**src/rtl/rs_pkg.sv**
```systemverilog
// rs_pkg: shared widths, tag constant and entry record for the reservation station bank.
package rs_pkg;
    localparam int DATA_W = 16;
    localparam int TAG_W  = 4;
    localparam int OP_W   = 6;
    localparam int PC_W   = 10;
    localparam logic [TAG_W-1:0] TAG_NONE = '0;
    typedef enum logic [1:0] {ST_FREE, ST_WAIT, ST_READY, ST_ISSUED} state_e;
    typedef struct packed {
        state_e             state;
        logic [OP_W-1:0]    op;
        logic [DATA_W-1:0]  vj;
        logic [DATA_W-1:0]  vk;
        logic [TAG_W-1:0]   qj;
        logic [TAG_W-1:0]   qk;
        logic [PC_W-1:0]    pc;
    } entry_t;
endpackage

```
**src/rtl/rs_bank_if.sv**
```systemverilog
// rs_bank_if: issue/CDB/FU/done bundle of the reservation station bank.
// RS_FLUSH_EN adds the flush signal.
interface rs_bank_if import rs_pkg::*; #(parameter int DEPTH = 4) ();
    logic                         alloc_valid, alloc_ready;
    logic [OP_W-1:0]              alloc_op;
    logic [DATA_W-1:0]            alloc_vj, alloc_vk;
    logic [TAG_W-1:0]             alloc_qj, alloc_qk, alloc_tag;
    logic [PC_W-1:0]              alloc_pc;
    logic                         cdb_valid;
    logic [TAG_W-1:0]             cdb_tag;
    logic [DATA_W-1:0]            cdb_data;
    logic                         issue_valid, issue_ready;
    logic [OP_W-1:0]              issue_op;
    logic [DATA_W-1:0]            issue_v1, issue_v2;
    logic [TAG_W-1:0]             issue_tag;
    logic [PC_W-1:0]              issue_pc;
    logic                         done_valid;
    logic [TAG_W-1:0]             done_tag;
    logic [DEPTH-1:0]             busy_vec;
    logic [$clog2(DEPTH+1)-1:0]   count;
`ifdef RS_FLUSH_EN
    logic                         flush;
    modport master (output alloc_valid, alloc_op, alloc_vj, alloc_vk, alloc_qj, alloc_qk, alloc_pc,
                    cdb_valid, cdb_tag, cdb_data, issue_ready, done_valid, done_tag, flush,
                    input alloc_ready, alloc_tag, issue_valid, issue_op, issue_v1, issue_v2,
                    issue_tag, issue_pc, busy_vec, count);
    modport slave  (input alloc_valid, alloc_op, alloc_vj, alloc_vk, alloc_qj, alloc_qk, alloc_pc,
                    cdb_valid, cdb_tag, cdb_data, issue_ready, done_valid, done_tag, flush,
                    output alloc_ready, alloc_tag, issue_valid, issue_op, issue_v1, issue_v2,
                    issue_tag, issue_pc, busy_vec, count);
`else
    modport master (output alloc_valid, alloc_op, alloc_vj, alloc_vk, alloc_qj, alloc_qk, alloc_pc,
                    cdb_valid, cdb_tag, cdb_data, issue_ready, done_valid, done_tag,
                    input alloc_ready, alloc_tag, issue_valid, issue_op, issue_v1, issue_v2,
                    issue_tag, issue_pc, busy_vec, count);
    modport slave  (input alloc_valid, alloc_op, alloc_vj, alloc_vk, alloc_qj, alloc_qk, alloc_pc,
                    cdb_valid, cdb_tag, cdb_data, issue_ready, done_valid, done_tag,
                    output alloc_ready, alloc_tag, issue_valid, issue_op, issue_v1, issue_v2,
                    issue_tag, issue_pc, busy_vec, count);
`endif
endinterface

```
**src/rtl/rs_age_matrix.sv**
```systemverilog
// rs_age_matrix: r_age[i][j]=1 means entry i is older than entry j; picks the oldest requester.
module rs_age_matrix #(parameter int N = 4) (
    input  logic         CLK,
    input  logic         CLR,
    input  logic [N-1:0] i_alloc,
    input  logic [N-1:0] i_free,
    input  logic [N-1:0] i_req,
    output logic [N-1:0] o_oldest
);
    logic [N-1:0] r_age [N];
    always_ff @(posedge CLK or negedge CLR) begin
        if (!CLR) begin
            for (int i = 0; i < N; i++) r_age[i] <= '0;
        end else begin
            for (int i = 0; i < N; i++)
                for (int j = 0; j < N; j++)
                    if (i_alloc[i] || i_free[i]) r_age[i][j] <= 1'b0;
                    else if (i_alloc[j] && i != j) r_age[i][j] <= 1'b1;
        end
    end
    always_comb begin
        o_oldest = i_req;
        for (int i = 0; i < N; i++)
            for (int j = 0; j < N; j++)
                if (i_req[j] && r_age[j][i]) o_oldest[i] = 1'b0;
    end
endmodule

```
**src/rtl/rs_bank.sv**
```systemverilog
// rs_bank: DEPTH-entry add/sub reservation station with CDB snoop and oldest-ready dispatch.
// RS_FLUSH_EN enables the flush input.
module rs_bank import rs_pkg::*; #(
    parameter int DEPTH   = 4,
    parameter int ID_BASE = 1
) (
    input logic        CLK,
    input logic        CLR,
    rs_bank_if.slave   bus
);
    localparam int IDX_W = $clog2(DEPTH);
    localparam int CNT_W = $clog2(DEPTH+1);
    entry_t               r_ent [DEPTH];
    logic [DEPTH-1:0]     w_busy, w_ready, w_alloc, w_free, w_oldest, w_issue, w_wj, w_wk;
    logic                 w_flush, w_full, w_take, w_bj, w_bk;
    logic [IDX_W-1:0]     w_free_idx;
    logic [CNT_W-1:0]     w_count;
    logic [DATA_W-1:0]    w_avj, w_avk, w_v1, w_v2;
    logic [TAG_W-1:0]     w_aqj, w_aqk, w_tag;
    logic [OP_W-1:0]      w_op;
    logic [PC_W-1:0]      w_pc;
`ifdef RS_FLUSH_EN
    assign w_flush = bus.flush;
`else
    assign w_flush = 1'b0;
`endif
    always_comb begin
        w_count    = '0;
        w_free_idx = '0;
        w_full     = 1'b1;
        for (int i = DEPTH-1; i >= 0; i--) begin
            w_busy[i]  = r_ent[i].state != ST_FREE;
            w_ready[i] = r_ent[i].state == ST_READY;
            w_wj[i]    = bus.cdb_valid && r_ent[i].qj != TAG_NONE && bus.cdb_tag == r_ent[i].qj;
            w_wk[i]    = bus.cdb_valid && r_ent[i].qk != TAG_NONE && bus.cdb_tag == r_ent[i].qk;
            w_free[i]  = w_flush || (bus.done_valid && r_ent[i].state == ST_ISSUED &&
                                     bus.done_tag == TAG_W'(ID_BASE + i));
            w_count    = w_count + CNT_W'(w_busy[i]);
            if (!w_busy[i]) begin
                w_free_idx = IDX_W'(i);
                w_full     = 1'b0;
            end
        end
    end
    assign w_take  = bus.alloc_valid && !w_full && !w_flush;
    assign w_alloc = w_take ? DEPTH'(1) << w_free_idx : '0;
    // A producer broadcasting on the allocation edge is captured directly.
    assign w_bj  = bus.cdb_valid && bus.alloc_qj != TAG_NONE && bus.cdb_tag == bus.alloc_qj;
    assign w_bk  = bus.cdb_valid && bus.alloc_qk != TAG_NONE && bus.cdb_tag == bus.alloc_qk;
    assign w_avj = w_bj ? bus.cdb_data : bus.alloc_vj;
    assign w_avk = w_bk ? bus.cdb_data : bus.alloc_vk;
    assign w_aqj = w_bj ? TAG_NONE : bus.alloc_qj;
    assign w_aqk = w_bk ? TAG_NONE : bus.alloc_qk;
    rs_age_matrix #(.N(DEPTH)) u_age (
        .CLK(CLK), .CLR(CLR), .i_alloc(w_alloc), .i_free(w_free),
        .i_req(w_ready), .o_oldest(w_oldest)
    );
    always_comb begin
        w_op  = '0;
        w_v1  = '0;
        w_v2  = '0;
        w_pc  = '0;
        w_tag = '0;
        for (int i = 0; i < DEPTH; i++) begin
            w_op  = w_op  | (w_oldest[i] ? r_ent[i].op : '0);
            w_v1  = w_v1  | (w_oldest[i] ? r_ent[i].vj : '0);
            w_v2  = w_v2  | (w_oldest[i] ? r_ent[i].vk : '0);
            w_pc  = w_pc  | (w_oldest[i] ? r_ent[i].pc : '0);
            w_tag = w_tag | (w_oldest[i] ? TAG_W'(ID_BASE + i) : '0);
        end
    end
    assign w_issue         = (bus.issue_ready && !w_flush) ? w_oldest : '0;
    assign bus.issue_valid = |w_ready;
    assign bus.issue_op    = w_op;
    assign bus.issue_v1    = w_v1;
    assign bus.issue_v2    = w_v2;
    assign bus.issue_pc    = w_pc;
    assign bus.issue_tag   = w_tag;
    assign bus.alloc_ready = !w_full;
    assign bus.alloc_tag   = TAG_W'(ID_BASE + int'(w_free_idx));
    assign bus.busy_vec    = w_busy;
    assign bus.count       = w_count;
    always_ff @(posedge CLK or negedge CLR) begin
        if (!CLR) begin
            for (int i = 0; i < DEPTH; i++) r_ent[i] <= '0;
        end else begin
            for (int i = 0; i < DEPTH; i++)
                if (w_free[i]) r_ent[i].state <= ST_FREE;
                else if (w_alloc[i])
                    r_ent[i] <= '{state: (w_aqj != TAG_NONE || w_aqk != TAG_NONE) ? ST_WAIT : ST_READY,
                                  op: bus.alloc_op, vj: w_avj, vk: w_avk, qj: w_aqj, qk: w_aqk,
                                  pc: bus.alloc_pc};
                else if (w_issue[i]) r_ent[i].state <= ST_ISSUED;
                else if (r_ent[i].state == ST_WAIT) begin
                    if (w_wj[i]) begin
                        r_ent[i].vj <= bus.cdb_data;
                        r_ent[i].qj <= TAG_NONE;
                    end
                    if (w_wk[i]) begin
                        r_ent[i].vk <= bus.cdb_data;
                        r_ent[i].qk <= TAG_NONE;
                    end
                    if ((w_wj[i] || r_ent[i].qj == TAG_NONE) && (w_wk[i] || r_ent[i].qk == TAG_NONE))
                        r_ent[i].state <= ST_READY;
                end
        end
    end
endmodule

```
**src/flat_wrapper.sv**
```systemverilog
// flat-port wrapper written by rule: the top's interface ports become plain ports
module rs_bank_flat import rs_pkg::*;
#(
    parameter int DEPTH   = 4,
    parameter int ID_BASE = 1
)
  (CLK, CLR, bus_alloc_valid, bus_alloc_op, bus_alloc_vj, bus_alloc_vk, bus_alloc_qj, bus_alloc_qk, bus_alloc_pc, bus_cdb_valid, bus_cdb_tag, bus_cdb_data, bus_issue_ready, bus_done_valid, bus_done_tag, bus_alloc_ready, bus_alloc_tag, bus_issue_valid, bus_issue_op, bus_issue_v1, bus_issue_v2, bus_issue_tag, bus_issue_pc, bus_busy_vec, bus_count);
  rs_bank_if #(.DEPTH(DEPTH)) bus_i ();
  input logic CLK;
  input logic CLR;
  input wire logic [$bits(bus_i.alloc_valid)-1:0] bus_alloc_valid;
  input wire logic [$bits(bus_i.alloc_op)-1:0] bus_alloc_op;
  input wire logic [$bits(bus_i.alloc_vj)-1:0] bus_alloc_vj;
  input wire logic [$bits(bus_i.alloc_vk)-1:0] bus_alloc_vk;
  input wire logic [$bits(bus_i.alloc_qj)-1:0] bus_alloc_qj;
  input wire logic [$bits(bus_i.alloc_qk)-1:0] bus_alloc_qk;
  input wire logic [$bits(bus_i.alloc_pc)-1:0] bus_alloc_pc;
  input wire logic [$bits(bus_i.cdb_valid)-1:0] bus_cdb_valid;
  input wire logic [$bits(bus_i.cdb_tag)-1:0] bus_cdb_tag;
  input wire logic [$bits(bus_i.cdb_data)-1:0] bus_cdb_data;
  input wire logic [$bits(bus_i.issue_ready)-1:0] bus_issue_ready;
  input wire logic [$bits(bus_i.done_valid)-1:0] bus_done_valid;
  input wire logic [$bits(bus_i.done_tag)-1:0] bus_done_tag;
  output wire logic [$bits(bus_i.alloc_ready)-1:0] bus_alloc_ready;
  output wire logic [$bits(bus_i.alloc_tag)-1:0] bus_alloc_tag;
  output wire logic [$bits(bus_i.issue_valid)-1:0] bus_issue_valid;
  output wire logic [$bits(bus_i.issue_op)-1:0] bus_issue_op;
  output wire logic [$bits(bus_i.issue_v1)-1:0] bus_issue_v1;
  output wire logic [$bits(bus_i.issue_v2)-1:0] bus_issue_v2;
  output wire logic [$bits(bus_i.issue_tag)-1:0] bus_issue_tag;
  output wire logic [$bits(bus_i.issue_pc)-1:0] bus_issue_pc;
  output wire logic [$bits(bus_i.busy_vec)-1:0] bus_busy_vec;
  output wire logic [$bits(bus_i.count)-1:0] bus_count;
  assign bus_i.alloc_valid = bus_alloc_valid;
  assign bus_i.alloc_op = bus_alloc_op;
  assign bus_i.alloc_vj = bus_alloc_vj;
  assign bus_i.alloc_vk = bus_alloc_vk;
  assign bus_i.alloc_qj = bus_alloc_qj;
  assign bus_i.alloc_qk = bus_alloc_qk;
  assign bus_i.alloc_pc = bus_alloc_pc;
  assign bus_i.cdb_valid = bus_cdb_valid;
  assign bus_i.cdb_tag = bus_cdb_tag;
  assign bus_i.cdb_data = bus_cdb_data;
  assign bus_i.issue_ready = bus_issue_ready;
  assign bus_i.done_valid = bus_done_valid;
  assign bus_i.done_tag = bus_done_tag;
  assign bus_alloc_ready = bus_i.alloc_ready;
  assign bus_alloc_tag = bus_i.alloc_tag;
  assign bus_issue_valid = bus_i.issue_valid;
  assign bus_issue_op = bus_i.issue_op;
  assign bus_issue_v1 = bus_i.issue_v1;
  assign bus_issue_v2 = bus_i.issue_v2;
  assign bus_issue_tag = bus_i.issue_tag;
  assign bus_issue_pc = bus_i.issue_pc;
  assign bus_busy_vec = bus_i.busy_vec;
  assign bus_count = bus_i.count;
  rs_bank #(.DEPTH(DEPTH), .ID_BASE(ID_BASE)) u_core (.CLK(CLK), .CLR(CLR), .bus(bus_i));
endmodule
```
**config.mk**
```make
export PLATFORM = sky130hd
export DESIGN_NAME = rs_bank_flat
export DESIGN_NICKNAME = d
export VERILOG_FILES = /design/src/rtl/rs_pkg.sv /design/src/rtl/rs_bank_if.sv /design/src/rtl/rs_age_matrix.sv /design/src/rtl/rs_bank.sv /design/src/flat_wrapper.sv
export SDC_FILE = /design/constraint.sdc
export NUM_CORES = 1
export LEC_CHECK = 0
export ABC_CLOCK_PERIOD_IN_PS = 3750
export CORE_AREA = 10 10 192 194
export CTS_BUF_LIST = sky130_fd_sc_hd__clkbuf_2
export CTS_CLUSTER_DIAMETER = 30
export DETAILED_ROUTE_END_ITERATION = 8
export DIE_AREA = 0 0 202 204
export PLACE_DENSITY = 0.65
export SYNTH_ARGS = -nofsm -noshare
export SYNTH_HDL_FRONTEND = slang
export SYNTH_SLANG_ARGS = --single-unit
```
**constraint.sdc**
```tcl
create_clock -name CLK -period 3.75 [get_ports CLK]
set_clock_uncertainty 0.15 [all_clocks]
set_input_delay 1.125 -clock CLK [delete_from_list [all_inputs] [get_ports CLK]]
set_output_delay 1.125 -clock CLK [all_outputs]
set_load 0.1 [all_outputs]
```
==> results.toml <==
[sta]
maxSlewHeadroom_pct = 27.09
fin_ws_ns = -0.1656
fin_setup_tns_ns = -5.556
hold_viol_final = 0
fin_crit_sh_pct = 104.4
setup_viol = 53
max_freq_mhz = 255.4
rsz0062_at_grt = "yes"
tightestPinTransition_ns = 1.093
hold_slack_ns = 0.1487
period_needed_ns = 3.916
drv_slew = 0

[clocking]
htreeDepth = 3
cts_tree = "done"
cts.clk_slew.worst_paths_ns = 0.10
cts_made_buffers = 73
clockBufferDepth = 3
cts-root-buf = "clkbuf_2"
cts.sinks = 244
insertion_delay_ns = 0.84

[cells_and_area]
drive_gt1_share_pct = 36.25
nets = 1570
final_cells = 1981
area_growth_pct = 36.98

[yosys]
synth_edf_count = 0
syn_area_per_cell_um2 = 10.40
synth_top_area_cell = "dfrtp_1"
ys_warn_count = 0
yosysSeqAreaShare_pct = 47.10
netlist_instances = 1247
netlist.area_leader.share_pct = 47.10
synthesis.area_mm2 = 0.01296
ys.flop_type = "dfrtp_1"
yosys-top-cells-area = "dfrtp_1, mux2_2, mux2i_1"
synth-seq-cells = 244
synthArstFlopShare_pct = 100.0
synth.distinct_cells = 72
synth_common_cells = "dfrtp_1, nand2_1, nor2_1, mux2i_1, mux2_2"
synthMostInstantiatedCell = "dfrtp_1"

[detailed_routing]
vias = 10950
drt_iter0_drc = 673
via_per_inst = 5.525
routed_wl_mm = 43.69
wl_per_cell_um = 22.05
drtAntennaViolNets = 0
drc = 0
drt_pass1_iterations = 6

[critical_path]
start_kind = "flop"
worst-path-max-fanout = 13
path_cells = "nor2b_4 -> buf_4 -> nand2_1 -> and3_4 -> buf_12 -> a22oi_1 -> nand2_1 -> buf_12"
criticalPathCategory = "reg2out"
critPathMaxStageDelay_ns = 0.46
crit_path_end_kind = "output port"
worstPathRequired_ns = 2.47
crit_arrival_ns = 2.64
crit_slowest_cell = "dfrtp_2"

[floorplanning]
core_mm2 = 0.03311
ios = 151
start_util_pct = 39.15
die_x_um = 202
rows = 67
die_h_um = 204
die_area_mm2 = 0.04121

[run_status]
violations = "negative setup slack"
status = "finished with violations"

[hold_path]
min_path_type = "in2async"

[placed_design]
portBuffers = 148
gp_congestion = 0.8526
detailed_place_hpwl_mm = 26.71
dp.cells = 1827
dp_slack_ns = 0.01894

[grt]
grt_max_degree = 90
first_global_vias = 11210
overflow = 0
grt_pass1_wl_mm = 66.41
antenna_found_initial = 3
track_usage_pct = 20.64

[flow_run]
max_cap_violations = 0
-- worst max-delay path, delay by kind of cell, from the launching register on --
kind	cells	cell delay, ns
compound gates	1	0.09
flops	1	0.46
buf+inv	3	0.53
simple gates	4	0.68
-- final cells by class --
cell class | count | area, um^2
Tap cell | 448 | 560.5
Clock inverter | 31 | 264.0
Multi-Input combinational cell | 898 | 6969
Inverter | 24 | 103.9
Antenna cell | 2 | 5.005
Fill cell | 2851 | 15350
Clock buffer | 99 | 495.5
Timing Repair Buffer | 235 | 3249
Sequential cell | 244 | 6111
-- path summary, 6_finish.rpt --
check                                         end  slack, ns               from  depth (start not counted)
worst min-delay path            u_core.r_ent[119]       0.15                CLR                          1
min in group CLK                 u_core.r_ent[50]       0.34   u_core.r_ent[50]                          2
worst max register to register   u_core.r_ent[79]       0.77  u_core.r_ent[114]                         11
worst max-delay path              bus_issue_v2[9]      -0.17  u_core.r_ent[115]                          8
max in group asynchronous        u_core.r_ent[97]       2.51                CLR                          2
worst min register to register   u_core.r_ent[50]       0.34   u_core.r_ent[50]                          2
-- timing repair --
action,CTS,global route
setup endpoints to repair,57,56
endpoints found under the hold margin,0,0
setup buffers,8,4
hold buffers,0,0
gates cloned,8,2
pin swaps,17,27
gates resized for setup,98,42
-- state kept, by name, indices dropped and copies added (netlist names) --
register            cells
u_core.r_ent          232
u_core.u_age.r_age     12
-- stage by stage --
step | instance area, um^2 | utilization (%)
3_5_place_dp | 16090 | 48.58
6_report | 17760 | 53.63
5_1_grt | 17760 | 53.63
3_3_place_gp | 16090 | 48.58
4_1_cts | 17490 | 52.81
2_1_floorplan | 13010 | -
-- logic make-up (layout without fill, tap and decap cells) --
group	count (synthesis)	count (layout)	share of synthesized area (%)
simple gates	356	356	12.47
compound gates	276	276	14.61
mux	226	226	19.23
fa+ha+maj	8	8	0.8300
other cells	1	4	0.02893
buf+inv	106	389	3.648
xor+xnor	30	30	2.085
flops	244	244	47.10
-- per-layer routing --
metal | share of wire, % | track usage [%]
met1 | 45 | 27.73
met2 | 47 | 32.66
met3 | 6.2 | 4.565
met4 | 2.1 | 6.201
met5 | 0.025 | 0
-- cell usage in the layout (no fill, tap or decap), types with 6 or more instances in the layout --
| cell | netlist | routed |
|---|---|---|
| o21ai_0 | 33 | 33 |
| nor2_1 | 115 | 112 |
| nand3_1 | 17 | 17 |
| mux2_2 | 100 | 100 |
| clkdlybuf4s50_1 | 0 | 84 |
| clkbuf_2 | 0 | 99 |
| mux2_4 | 21 | 21 |
| mux2i_1 | 105 | 105 |
| inv_1 | 24 | 16 |
| nand4_1 | 7 | 7 |
| xor2_1 | 11 | 11 |
| nor3_1 | 7 | 7 |
| nand3b_1 | 6 | 6 |
| a22oi_2 | 0 | 61 |
| nand2_1 | 142 | 103 |
| a22oi_1 | 99 | 38 |
| o21a_1 | 9 | 8 |
| buf_4 | 8 | 54 |
| or3_1 | 9 | 9 |
| inv_2 | 0 | 6 |
| dfrtp_1 | 244 | 240 |
| clkinv_2 | 0 | 10 |
| a21oi_1 | 87 | 87 |
| and2_1 | 8 | 7 |
| clkinv_1 | 0 | 13 |
| buf_16 | 0 | 7 |
| nand2_2 | 0 | 38 |
| nor4_1 | 7 | 7 |
| xnor2_1 | 18 | 18 |
| buf_12 | 0 | 85 |
Power is left out: the tool's default activity adds up to more than one toggle a clock period on the data nets, which glitch-free logic cannot reach.
==> edit, RTL diff (same flow settings) <==
`DEPTH` is set to 4 in 3 places; all go to 2.
--- a/src/rtl/rs_bank_if.sv
+++ b/src/rtl/rs_bank_if.sv
@@ -1,6 +1,6 @@
 // rs_bank_if: issue/CDB/FU/done bundle of the reservation station bank.
 // RS_FLUSH_EN adds the flush signal.
-interface rs_bank_if import rs_pkg::*; #(parameter int DEPTH = 4) ();
+interface rs_bank_if import rs_pkg::*; #(parameter int DEPTH = 2) ();
     logic                         alloc_valid, alloc_ready;
     logic [OP_W-1:0]              alloc_op;
     logic [DATA_W-1:0]            alloc_vj, alloc_vk;
--- a/src/rtl/rs_bank.sv
+++ b/src/rtl/rs_bank.sv
@@ -1,7 +1,7 @@
 // rs_bank: DEPTH-entry add/sub reservation station with CDB snoop and oldest-ready dispatch.
 // RS_FLUSH_EN enables the flush input.
 module rs_bank import rs_pkg::*; #(
-    parameter int DEPTH   = 4,
+    parameter int DEPTH   = 2,
     parameter int ID_BASE = 1
 ) (
     input logic        CLK,
--- a/src/flat_wrapper.sv
+++ b/src/flat_wrapper.sv
@@ -1,7 +1,7 @@
 // flat-port wrapper written by rule: the top's interface ports become plain ports
 module rs_bank_flat import rs_pkg::*;
 #(
-    parameter int DEPTH   = 4,
+    parameter int DEPTH   = 2,
     parameter int ID_BASE = 1
 )
   (CLK, CLR, bus_alloc_valid, bus_alloc_op, bus_alloc_vj, bus_alloc_vk, bus_alloc_qj, bus_alloc_qk, bus_alloc_pc, bus_cdb_valid, bus_cdb_tag, bus_cdb_data, bus_issue_ready, bus_done_valid, bus_done_tag, bus_alloc_ready, bus_alloc_tag, bus_issue_valid, bus_issue_op, bus_issue_v1, bus_issue_v2, bus_issue_tag, bus_issue_pc, bus_busy_vec, bus_count);
Interface: changed (resized bus_busy_vec and bus_count); port bits go from 151 to 148. The function was not compared with the original's and may differ.
==> edit against the unedited design <==
Synthesized area shrank 51%. Sequential cell count down 126. Maximum frequency rose by 9.2%. Design area is 46% lower. Worst setup slack improved by 0.33 ns. Synthesized cell count is 52% lower. Largest cell class unchanged. Routed wire length down 50%. Via count shrank 53%.
Power is left out: the tool's default activity adds up to more than one toggle a clock period on the data nets, which glitch-free logic cannot reach.
==> edit: results (changes against the unedited design) <==
\begin{tabular}{lr}
\hline
Metric & Value \\
\hline
\multicolumn{2}{l}{\textbf{Placed design}} \\
Number of port buffers & 143 (-3.4\%) \\
Routability cong. & 0.799 (-6.2\%) \\
Worst slack at placement & 0.157 ns (+0.138 ns) \\
DP HPWL & 14900 microns (-44\%) \\
Placement-stage cell area & 8980 sq um (-44\%) \\
\multicolumn{2}{l}{\textbf{Synth}} \\
Most frequent cells after synthesis & dfrtp\_1, nand2\_1, mux2\_2, a22o\_1, nor2\_1 \\
Leading cell types by total area after synthesis & dfrtp\_1, mux2\_2, a22o\_1, mux2i\_1, mux2\_4 \\
\multicolumn{2}{l}{\textbf{Cells and area}} \\
Summed area of non-filler cells in the final layout & 9530 sq um (-46\%) \\
Multi-input combinational area share & 0.345 (-0.0472) \\
Buffer share of cell area & 0.244 (+0.0615) \\
Seq area share & 0.310 (-0.0340) \\
Count of sequential standard cells & 118 (-52\%) \\
Number of non-clock buffers in the layout & 171 (-27\%) \\
Total number of multi-input combinational cells & 410 (-54\%) \\
Number of logic inverters in the finished layout & 25 (+4.2\%) \\
Layout area overhead & 48.6\% \\
Registers with the most flip-flops & u\_core.r\_ent (116), u\_core.u\_age.r\_age (2) \\
Filler Cells Inserted & 3384 (+19\%) \\
\multicolumn{2}{l}{\textbf{Clock tree}} \\
Number of buffers inserted during clock tree synthesis & 17 (-77\%) \\
Buffer count from post-CTS setup fixing & 2 (-6) \\
Clock Path Buffers & 2 (-1) \\
Clk pin slew, worst setup/hold paths & 0.22 ns (+0.12 ns) \\
Clock latency on the worst-skew pair & 0.71 ns (-0.13 ns) \\
\multicolumn{2}{l}{\textbf{Routing}} \\
Routed wire length & 21700 microns (-50\%) \\
Initial DRC count & 333 (-51\%) \\
Vias per inst & 4.27 (-23\%) \\
\multicolumn{2}{l}{\textbf{Setup path}} \\
Worst EP arrival & 2.31 ns (-0.33 ns) \\
Highest-delay cell along the critical path & dfrtp\_1 \\
\multicolumn{2}{l}{\textbf{Global route}} \\
Wire length of the first global-routing pass & 33100 microns (-50\%) \\
Largest net degree at the start of global routing & 94 (+4.4\%) \\
Total GRT Usage & 0.105 (-0.102) \\
\multicolumn{2}{l}{\textbf{Run status}} \\
Run status & complete, no violations \\
\hline
\end{tabular}
## edit: cell types whose count changed after synthesis, sizes merged, moves of 26 or more
cell    before  now
mux2       121   80
a22oi       99    0
nor2       116   48
a21oi       91   39
a22o         0   51
dfrtp      244  118
nand2      142   58
clkbuf      49   15
o21ai       37   11
mux2i      105   32
## edit: cell families (layout without fill, tap and decap cells)
| group | Yosys count | count (layout) | synth area share |
|---|---|---|---|
| adders and majority gates | 2 | 2 | 0.00390 |
| muxes | 112 | 112 | 0.202 |
| other | 1 | 6 | 0.000585 |
| AOI/OAI and AO/OA | 131 | 131 | 0.153 |
| xor gates and xnor gates | 19 | 19 | 0.0259 |
| and+or+nand+nor | 142 | 142 | 0.101 |
| DFF | 118 | 118 | 0.460 |
| buffers and inverters | 68 | 228 | 0.0531 |
## edit: path summary, 6_finish.rpt
path,to,slack [ns],start,cells after the start
worst min-delay path,u_core.r_ent[40]$_DFFE_PN0P_,0.13,CLR,1
max in group asynchronous,u_core.r_ent[2]$_DFFE_PN0P_,2.42,CLR,2
min in group CLK,u_core.r_ent[66]$_DFFE_PN0P_,0.35,u_core.r_ent[66]$_DFFE_PN0P_,2
worst min register to register,u_core.r_ent[66]$_DFFE_PN0P_,0.35,u_core.r_ent[66]$_DFFE_PN0P_,2
worst max-delay path,bus_issue_v2[9],0.17,u_core.r_ent[56]$_DFFE_PN0P_,7
worst max register to register,u_core.r_ent[43]$_DFFE_PN0P_,0.82,u_core.r_ent[56]$_DFFE_PN0P_,9
## edit: per-layer routing
| layer | GRT usage | routed length, microns | vias up |
|---|---|---|---|
| met5 | 0 | 12 | - |
| met3 | 0.0284 | 909 | 20 |
| met1 | 0.127 | 9620 | 2587 |
| met4 | 0.0354 | 367 | 2 |
| met2 | 0.177 | 10800 | 126 |
| li1 | - | - | 2414 |
